File: src/rtl/decode_pipe_if.sv
// Fetch/execute-side signal bundle for decode_pipe.
// The slave modport is the decode stage's view; master is the surrounding pipeline's view.
interface decode_pipe_if #(
    parameter int DWIDTH = 32,
    parameter int AWIDTH = 32
);
    logic              valid_i;
    logic              ready_o;
    logic [DWIDTH-1:0] insn_i;
    logic [AWIDTH-1:0] pc_i;
    logic              flush_i;
    logic              valid_o;
    logic              ready_i;
    logic [AWIDTH-1:0] pc_o;
    logic [DWIDTH-1:0] insn_o;
    logic [6:0]        opcode_o;
    logic [4:0]        rd_o;
    logic [2:0]        funct3_o;
    logic [4:0]        rs1_o;
    logic [4:0]        rs2_o;
    logic [4:0]        shamt_o;
    logic [6:0]        funct7_o;
    logic [DWIDTH-1:0] imm_o;
    logic              illegal_o;

    modport slave (
        input  valid_i, insn_i, pc_i, flush_i, ready_i,
        output ready_o, valid_o, pc_o, insn_o, opcode_o, rd_o, funct3_o,
               rs1_o, rs2_o, shamt_o, funct7_o, imm_o, illegal_o
    );

    modport master (
        output valid_i, insn_i, pc_i, flush_i, ready_i,
        input  ready_o, valid_o, pc_o, insn_o, opcode_o, rd_o, funct3_o,
               rs1_o, rs2_o, shamt_o, funct7_o, imm_o, illegal_o
    );
endinterface

File: src/rtl/decode_pipe.sv
// Registered RV32I decode stage with a two-entry skid buffer and synchronous flush.
// Define DECODE_ILLEGAL_CHECK_EN to build the unsupported-encoding check behind illegal_o.
module decode_pipe #(
    parameter int                 DWIDTH   = 32,
    parameter int                 AWIDTH   = 32,
    parameter logic [DWIDTH-1:0]  NOP_INSN = 32'h0000_0013
) (
    input  logic          clk,
    input  logic          rst,
    decode_pipe_if.slave  bus
);
    typedef enum logic [1:0] {EMPTY, ONE, FULL} state_t;

    typedef struct packed {
        logic [AWIDTH-1:0] pc;
        logic [DWIDTH-1:0] insn;
        logic [6:0]        opcode;
        logic [4:0]        rd;
        logic [2:0]        funct3;
        logic [4:0]        rs1;
        logic [4:0]        rs2;
        logic [6:0]        funct7;
        logic [DWIDTH-1:0] imm;
`ifdef DECODE_ILLEGAL_CHECK_EN
        logic              illegal;
`endif
    } payload_t;

`ifdef DECODE_ILLEGAL_CHECK_EN
    function automatic logic illegal_chk(input logic [6:0] op, input logic [2:0] f3,
                                         input logic [6:0] f7);
        logic bad;
        bad = 1'b0;
        case (op)
            7'h0F, 7'h17, 7'h37, 7'h6F, 7'h73: bad = 1'b0;
            7'h63: bad = (f3 == 3'd2) || (f3 == 3'd3);
            7'h67: bad = (f3 != 3'd0);
            7'h03: bad = (f3 == 3'd3) || (f3 == 3'd6) || (f3 == 3'd7);
            7'h23: bad = (f3 > 3'd2);
            7'h33: bad = ((f7 != 7'h00) && (f7 != 7'h20)) ||
                         ((f7 == 7'h20) && (f3 != 3'd0) && (f3 != 3'd5));
            7'h13: bad = ((f3 == 3'd1) && (f7 != 7'h00)) ||
                         ((f3 == 3'd5) && (f7 != 7'h00) && (f7 != 7'h20));
            default: bad = 1'b1;
        endcase
        return bad;
    endfunction
`endif

    function automatic payload_t decode(input logic [DWIDTH-1:0] insn, input logic [AWIDTH-1:0] pc);
        payload_t   p;
        logic [31:0] imm32;
        p.pc     = pc;
        p.insn   = insn;
        p.opcode = insn[6:0];
        p.rd     = insn[11:7];
        p.funct3 = insn[14:12];
        p.rs1    = insn[19:15];
        p.rs2    = insn[24:20];
        p.funct7 = insn[31:25];
        case (insn[6:0])
            7'h03, 7'h13, 7'h67, 7'h73: imm32 = {{20{insn[31]}}, insn[31:20]};
            7'h23: imm32 = {{20{insn[31]}}, insn[31:25], insn[11:7]};
            7'h63: imm32 = {{19{insn[31]}}, insn[31], insn[7], insn[30:25], insn[11:8], 1'b0};
            7'h37, 7'h17: imm32 = {insn[31:12], 12'b0};
            7'h6F: imm32 = {{11{insn[31]}}, insn[31], insn[19:12], insn[20], insn[30:21], 1'b0};
            default: imm32 = 32'b0;
        endcase
        p.imm = DWIDTH'($signed(imm32));
`ifdef DECODE_ILLEGAL_CHECK_EN
        p.illegal = illegal_chk(insn[6:0], insn[14:12], insn[31:25]);
`endif
        return p;
    endfunction

    state_t   state_q, state_d;
    payload_t m_q, s_q, in_dec, nop_dec;
    logic     accept, emit, clear, load_m, load_s, m_from_s;

    assign in_dec  = decode(bus.insn_i, bus.pc_i);
    assign nop_dec = decode(NOP_INSN, '0);
    assign accept  = bus.valid_i && (state_q != FULL);
    assign emit    = (state_q != EMPTY) && bus.ready_i;

    always_comb begin
        state_d  = state_q;
        clear    = 1'b0;
        load_m   = 1'b0;
        load_s   = 1'b0;
        m_from_s = 1'b0;
        if (bus.flush_i) begin
            state_d = EMPTY;
            clear   = 1'b1;
        end else begin
            case (state_q)
                EMPTY: if (accept) begin
                    state_d = ONE;
                    load_m  = 1'b1;
                end
                ONE: begin
                    if (accept && emit) begin
                        load_m = 1'b1;
                    end else if (accept) begin
                        state_d = FULL;
                        load_s  = 1'b1;
                    end else if (emit) begin
                        state_d = EMPTY;
                    end
                end
                FULL: if (emit) begin
                    state_d  = ONE;
                    m_from_s = 1'b1;
                end
                default: state_d = EMPTY;
            endcase
        end
    end

    always_ff @(posedge clk) begin
        if (rst) begin
            state_q <= EMPTY;
            m_q     <= nop_dec;
            s_q     <= nop_dec;
        end else begin
            state_q <= state_d;
            if (clear) begin
                m_q <= nop_dec;
                s_q <= nop_dec;
            end else begin
                if (load_m)   m_q <= in_dec;
                if (m_from_s) m_q <= s_q;
                if (load_s)   s_q <= in_dec;
            end
        end
    end

    // Handshake outputs depend only on the state register, never on ready_i.
    assign bus.ready_o  = (state_q != FULL);
    assign bus.valid_o  = (state_q != EMPTY);
    assign bus.pc_o     = m_q.pc;
    assign bus.insn_o   = m_q.insn;
    assign bus.opcode_o = m_q.opcode;
    assign bus.rd_o     = m_q.rd;
    assign bus.funct3_o = m_q.funct3;
    assign bus.rs1_o    = m_q.rs1;
    assign bus.rs2_o    = m_q.rs2;
    assign bus.shamt_o  = m_q.rs2;
    assign bus.funct7_o = m_q.funct7;
    assign bus.imm_o    = m_q.imm;
`ifdef DECODE_ILLEGAL_CHECK_EN
    assign bus.illegal_o = m_q.illegal;
`else
    assign bus.illegal_o = 1'b0;
`endif
endmodule

File: src/flat_wrapper.sv
// flat-port wrapper written by rule: the top's interface ports become plain ports
module decode_pipe_flat 
#(
    parameter int                 DWIDTH   = 32,
    parameter int                 AWIDTH   = 32,
    parameter logic [DWIDTH-1:0]  NOP_INSN = 32'h0000_0013
)
  (clk, rst, bus_valid_i, bus_insn_i, bus_pc_i, bus_flush_i, bus_ready_i, bus_ready_o, bus_valid_o, bus_pc_o, bus_insn_o, bus_opcode_o, bus_rd_o, bus_funct3_o, bus_rs1_o, bus_rs2_o, bus_shamt_o, bus_funct7_o, bus_imm_o, bus_illegal_o);
  decode_pipe_if #(.DWIDTH(DWIDTH), .AWIDTH(AWIDTH)) bus_i ();
  input  logic clk;
  input  logic rst;
  input wire logic [$bits(bus_i.valid_i)-1:0] bus_valid_i;
  input wire logic [$bits(bus_i.insn_i)-1:0] bus_insn_i;
  input wire logic [$bits(bus_i.pc_i)-1:0] bus_pc_i;
  input wire logic [$bits(bus_i.flush_i)-1:0] bus_flush_i;
  input wire logic [$bits(bus_i.ready_i)-1:0] bus_ready_i;
  output wire logic [$bits(bus_i.ready_o)-1:0] bus_ready_o;
  output wire logic [$bits(bus_i.valid_o)-1:0] bus_valid_o;
  output wire logic [$bits(bus_i.pc_o)-1:0] bus_pc_o;
  output wire logic [$bits(bus_i.insn_o)-1:0] bus_insn_o;
  output wire logic [$bits(bus_i.opcode_o)-1:0] bus_opcode_o;
  output wire logic [$bits(bus_i.rd_o)-1:0] bus_rd_o;
  output wire logic [$bits(bus_i.funct3_o)-1:0] bus_funct3_o;
  output wire logic [$bits(bus_i.rs1_o)-1:0] bus_rs1_o;
  output wire logic [$bits(bus_i.rs2_o)-1:0] bus_rs2_o;
  output wire logic [$bits(bus_i.shamt_o)-1:0] bus_shamt_o;
  output wire logic [$bits(bus_i.funct7_o)-1:0] bus_funct7_o;
  output wire logic [$bits(bus_i.imm_o)-1:0] bus_imm_o;
  output wire logic [$bits(bus_i.illegal_o)-1:0] bus_illegal_o;
  assign bus_i.valid_i = bus_valid_i;
  assign bus_i.insn_i = bus_insn_i;
  assign bus_i.pc_i = bus_pc_i;
  assign bus_i.flush_i = bus_flush_i;
  assign bus_i.ready_i = bus_ready_i;
  assign bus_ready_o = bus_i.ready_o;
  assign bus_valid_o = bus_i.valid_o;
  assign bus_pc_o = bus_i.pc_o;
  assign bus_insn_o = bus_i.insn_o;
  assign bus_opcode_o = bus_i.opcode_o;
  assign bus_rd_o = bus_i.rd_o;
  assign bus_funct3_o = bus_i.funct3_o;
  assign bus_rs1_o = bus_i.rs1_o;
  assign bus_rs2_o = bus_i.rs2_o;
  assign bus_shamt_o = bus_i.shamt_o;
  assign bus_funct7_o = bus_i.funct7_o;
  assign bus_imm_o = bus_i.imm_o;
  assign bus_illegal_o = bus_i.illegal_o;
  decode_pipe #(.DWIDTH(DWIDTH), .AWIDTH(AWIDTH), .NOP_INSN(NOP_INSN)) u_core (.clk(clk), .rst(rst), .bus(bus_i));
endmodule
File: config.mk
export PLATFORM = sky130hd
export DESIGN_NAME = decode_pipe_flat
export DESIGN_NICKNAME = d
export VERILOG_FILES = /design/src/rtl/decode_pipe_if.sv /design/src/rtl/decode_pipe.sv /design/src/flat_wrapper.sv
export SDC_FILE = /design/constraint.sdc
export NUM_CORES = 1
export LEC_CHECK = 0
export BUFFER_PORTS_ARGS = -buffer_cell sky130_fd_sc_hd__buf_2
export CAP_MARGIN = 5
export CORE_ASPECT_RATIO = 1.75
export CORE_UTILIZATION = 53
export DETAILED_ROUTE_END_ITERATION = 8
export GPL_TIMING_DRIVEN = 0
export PLACE_DENSITY = 0.89
export SLEW_MARGIN = 25
export SYNTH_ARGS = -nofsm -noshare
export SYNTH_HDL_FRONTEND = slang
export SYNTH_SLANG_ARGS = --single-unit
File: constraint.sdc
create_clock -name clk -period 1.83 [get_ports clk]
set_input_delay 0.0915 -clock clk [delete_from_list [all_inputs] [get_ports clk]]
set_output_delay 0.0915 -clock clk [all_outputs]
set_load 0.1 [all_outputs]
# After elaboration in Yosys (flattened, before gate mapping)
# Cells that the tools add are included.
totals:
  register_bits: 258
  output_inout_bits: 136
  elab_cells: 66
op_classes:
  n_eq_ne: 16
  muxes: 20
  reduce_logical: 11
ops:
  columns: ["cell", "count"]
  rows:
  - ["128-bit 2-to-1 mux", 2]
  - ["32-bit one-hot mux with 5 select lines", 1]
  - ["7-bit == test (second input constant)", 4]
  - ["7-bit by 5-bit == test with 1-bit output (second input constant)", 2]
  - ["7-bit by 6-bit == test with 1-bit output (second input constant)", 2]
  - ["1-bit 2-to-1 mux", 10]
  - ["2-bit 2-to-1 mux", 5]
  - ["7-bit by 2-bit == test with 1-bit output (second input constant)", 1]
  - ["2-bit one-hot mux with 3 select lines", 1]
  - ["2-bit OR reduction", 3]
  - ["2-bit by 1-bit != test with 1-bit output (second input constant)", 2]
  - ["2-bit != test (second input constant)", 2]
  - ["4-bit AND reduction", 1]
  - ["2-bit nonzero test", 2]
  - ["4-bit OR reduction", 1]
  - ["1-bit logical AND", 3]
  - ["3-bit by 1-bit != test with 1-bit output (second input constant)", 1]
  - ["2-bit by 1-bit == test with 1-bit output (second input constant)", 1]
  - ["2-bit == test (second input constant)", 1]
  - ["2-bit zero test", 1]
  - ["1-bit one-hot mux with 2 select lines", 1]

# Longest topological paths before layout
logic_depth:
  depth_word: 8
  ltp_mapped: 8

# Worst setup path after synthesis
# Ideal clock, no wire load.
synth_path:
  path_kind: "register to register"
  start: "reg u_core.state_q[0]"
  end: "reg u_core.m_q, in the netlist u_core.bus.funct7_o[0]"
  setup_time_ps: 128
  t_arrival_ps: 1455
  required_time_ps: 1702
  path_slack_ps: 246
  path_stages_with_launch: 8
  n_path_buf: 3
  synth_period_minus_slack_ps: 1584
  cell_sequence: "dfxtp_1 > nor2b_1 > buf_2 > or3_1 > buf_2 > buf_2 > o221ai_1 > a21oi_1"
synth_via:
  elab_chain_cells: 7
  elab_cells_between_ends: 17
synth_lines:
  columns: ["element", "line_no", "rtl"]
  rows:
  - ["start: declaration", "decode_pipe.sv:76", "state_t state_q, state_d;"]
  - ["start signal: assignment", "decode_pipe.sv:125", "state_q <= state_d;"]
  - ["2-bit != test or 2-bit nonzero test (tied branches)", "decode_pipe.sv:82, decode_pipe.sv:83", null]
  - ["1-bit logical AND, on equally long branches", "decode_pipe.sv:82, decode_pipe.sv:83", null]
  - ["1-bit logical AND", "decode_pipe.sv:101", "if (accept && emit) begin"]
  - ["1-bit 2-to-1 mux", "decode_pipe.sv:101", null]
  - ["1-bit one-hot mux with 2 select lines", "decode_pipe.sv:95", "case (state_q)"]
  - ["1-bit 2-to-1 mux", "decode_pipe.sv:91", "if (bus.flush_i) begin"]
  - ["2-bit nonzero test (no line)", null, null]
  - ["end signal: assignment", "decode_pipe.sv:122", "m_q <= nop_dec;"]
  - ["end signal: assignment", "decode_pipe.sv:127", "m_q <= nop_dec;"]
  - ["end signal: assignment", "decode_pipe.sv:130", "if (load_m) m_q <= in_dec;"]
  - ["end: declaration", "decode_pipe.sv:77", "payload_t m_q, s_q, in_dec, nop_dec;"]
# Parallel ways exist; a longest one is shown, timed or not.
# A chain may end at the register's enable or synchronous reset.

# Worst setup path after layout
layout_path:
  start: "reg u_core.state_q[1]"
  end: "reg u_core.m_q, in the netlist u_core.bus.imm_o[3]"
# The elaborated chain is that of the path after synthesis.

==> flow_metrics.env <==
export IMPL_outcome="complete, no violations"
export IMPL_synthDominantCellAreaShare=0.4852
export IMPL_share_of_flip_flops_with_an_asynchronous_set_or_reset=0
export IMPL_p_int_mw=6.731
export IMPL_synth_ff_latch_count=194
export IMPL_cts_path_max_buffers=2
export IMPL_post_route_drc_count=0
export IMPL_ioPinCount=205
export IMPL_routed_via_density=5.988
export IMPL_multi_input_gate_area_mm2=0.003470
export IMPL_cts_clk_slew_worst_paths_ns=0.07
export IMPL_dominantRegCellSynth="dfxtp_1"
export IMPL_synth_largest_area_cell="dfxtp_1"
export IMPL_startpoint_type="flip-flop"
export IMPL_worst_hold_startpoint="bus_insn_i[1]"
export IMPL_share_seq_of_total_power=0.454
export IMPL_synthesis_yosys_warnings=0
export IMPL_floorplan_row_count=59
export IMPL_drive_above_1_share=0.2767
export IMPL_post_synth_cell_area_avg_um2=8.202
export IMPL_cts_tree="yes"
export IMPL_worstSetupPathType="reg -> reg"
export IMPL_grt_pass1_vias=8306
export IMPL_netlist_cell_type_count=46
export IMPL_timing_final_hold_violations=0
export IMPL_setup_total_negative_slack_ns=0
export IMPL_route_final_wire_length_um=27170
export IMPL_final_fill_count=1093
export IMPL_post_route_min_period_ns=1.774
export IMPL_fin_nets=1328
export IMPL_cts_buffers=17
export IMPL_worstHoldPathType="in -> reg"
export IMPL_final_core_util=0.7175
export IMPL_mappedNetlistNets=1045
export IMPL_clock_power_share=0.409
export IMPL_fmaxAchievable_mhz=563.6
export IMPL_timing_final_max_slew_violations=0
export IMPL_grt_total_usage=0.3468
export IMPL_overflow=0
export IMPL_synth_cells_most_frequent="234 x nand2_1, 194 x dfxtp_1, 148 x a21oi_1"
export IMPL_die_width_um=94.90
export IMPL_finalClockSkew_ns=0.007721
export IMPL_path_max_fanout=8
export IMPL_ys_seq_area_frac=0.4852
export IMPL_net_switching_power_mw=2.751
export IMPL_die_h_um=164.6
export IMPL_htreeDepth=4
export IMPL_ys_top_cells_by_area="dfxtp_1 49%, nand2_1 11%, a21oi_1 9.3%"
export IMPL_initial_utilization=0.5395
export IMPL_grt_pass1_wl_um=41580
export IMPL_first_iter_violations=1008
export IMPL_total_leakage_power_nw=4.245
export IMPL_end_kind="flip-flop"
export IMPL_power_switching_fraction=0.2901
export IMPL_setup_violations=0
export IMPL_worst_slew_pin_transition_ns=0.7239
export IMPL_irDropWorstVdd_uv=634.6
export IMPL_syn_instance_count=976
export IMPL_synth_area_mm2=0.008005
export IMPL_die_area_mm2=0.01562
export IMPL_core_region_area_mm2=0.01484
export IMPL_seq_area_mm2=0.003886
export IMPL_critPathRequiredTime_ns=2.13
export IMPL_post_route_period_util=0.9696
export IMPL_antenna_left=0
export IMPL_timing_critical_path_from="u_core.state_q[1]"
export IMPL_routed_via_count=8718
export IMPL_grt_start_max_net_pins=19
export IMPL_cts_num_sinks=194
export IMPL_crit_reg2reg_launch="u_core.state_q[1]"
export IMPL_p_per_area_mw_per_mm2=890.6
export IMPL_synth_enable_flop_cells=0
export IMPL_drt_pre_antenna_iters=7
export IMPL_clk_insertion_delay_late_ns=0.44
export IMPL_total_half_perimeter_wirelength_after_legalization_and_detailed_placement_um=17870
export IMPL_timing_slew_headroom=0.5174
export IMPL_max_cap_violations=0
export IMPL_wire_per_inst_um=18.66
export IMPL_place_congestion=0.9777
export IMPL_most_frequently_used_cell_type_in_the_post_synthesis_netlist="nand2_1"
export IMPL_i_o_buffers=197
export IMPL_cts_root_buffer="clkbuf_16"
export IMPL_area_growth_from_synthesis_to_layout_pct=33.00
export IMPL_pwr_share_comb=0.137
export IMPL_grt_antenna_before_repair=1
export IMPL_arrival_time_at_the_worst_endpoint_ns=2.07
==> metal layers <==
layer,track usage,wire length (µm),share of wire
met3,0.07459,2176,0.080
met5,0,0,0
met1,0.3705,9221,0.34
met4,0.2328,1876,0.069
met2,0.6004,13900,0.51
==> cells by family after synthesis <==
group | count (synthesis) | share of synthesized area
AOI/OAI and AO/OA | 348 | 0.2685
xor gates and xnor gates | 1 | 0.001094
buffers and inverters | 143 | 0.09128
DFF | 194 | 0.4852
muxes | 2 | 0.002501
other | 1 | 0.0004684
and+or+nand+nor | 287 | 0.1510
==> registers in the layout, indices dropped and copies added, names as in the netlist <==
register             flops
u_core.s_q              96
u_core.bus.imm_o        32
u_core.bus.pc_o         32
u_core.bus.funct7_o      6
u_core.bus.insn_o        6
u_core.bus.opcode_o      6
u_core.bus.rd_o          4
u_core.bus.rs1_o         4
u_core.bus.rs2_o         4
u_core.bus.funct3_o      2
u_core.state_q           2
==> cell type report <==
cell class | instances | area share
multi-input cells | 639 | 0.3259
clock inverters | 14 | 0.01610
inverters | 17 | 0.005994
diodes | 1 | 0.0002350
repair buffers | 265 | 0.1549
clock buffers | 18 | 0.04125
flip-flops and latches | 194 | 0.3650
well taps | 183 | 0.02151
plain buffers | 125 | 0.06910
==> metrics by stage <==
step	instances	hold slack (ns)	instance area (µm²)	power, mW	setup slack [ns]
after floorplan	976	0.1643	8005	5.217	0.2461
after global placement	1356	0.3245	9220	5.509	-0.2382
after detailed placement	1356	0.3457	9220	5.523	-0.3054
after CTS	1455	0.003312	10520	9.404	0.004750
after global routing	1456	0.04278	10650	9.705	-0.009357
final	1456	0.03464	10650	9.482	0.05558
==> worst max-delay path, stage by stage, from the launching register on <==
cell,delay (ns)
dfxtp_2,0.37
nand2b_2,0.25
o31a_1,0.36
buf_4,0.18
a221oi_1,0.36
a211oi_1,0.12
==> repair_timing <==
action                     CTS  global route
resized for setup           15            54
pin swaps                    4             2
gates cloned                 0             0
setup endpoints to repair  128           186
hold buffers                61             0
buffers inserted             6             1
hold endpoints to repair   128             0
==> worst paths after layout <==
check                   endpoint  slack (ns)  depth (start not counted)
min reg2reg  u_core.bus.pc_o[15]        0.45                          2
min               u_core.s_q[58]        0.03                          3
max reg2reg  u_core.bus.imm_o[3]        0.06                          5
max          u_core.bus.imm_o[3]        0.06                          5
==> power groups by stage <==
| stage | logic [mW] | registers, mW | clock network [mW] |
|---|---|---|---|
| 2_1_floorplan | 0.548 | 4.67 | 0 |
| 3_3_place_gp | 1.11 | 4.40 | 0 |
| 3_5_place_dp | 1.12 | 4.40 | 0 |
| 4_1_cts | 1.24 | 4.31 | 3.86 |
| 5_1_grt | 1.35 | 4.31 | 4.04 |
| 6_report | 1.30 | 4.31 | 3.88 |
==> layout by cell type (no fill, tap or decap), types with 7 or more instances in the layout <==
master,count
buf_4,50
o211ai_1,8
clkbuf_1,29
o21ai_0,53
nand2_1,233
o221ai_1,10
dfxtp_1,192
clkbuf_2,20
clkbuf_16,17
a211oi_1,9
dlygate4sd3_1,61
a32oi_1,12
o22ai_1,7
clkbuf_4,8
buf_2,219
a22oi_1,47
nand3_1,14
inv_1,17
a21oi_1,148
a2bb2oi_1,9
a31oi_1,23
No activity file was read; power rests on OpenSTA's default activity.
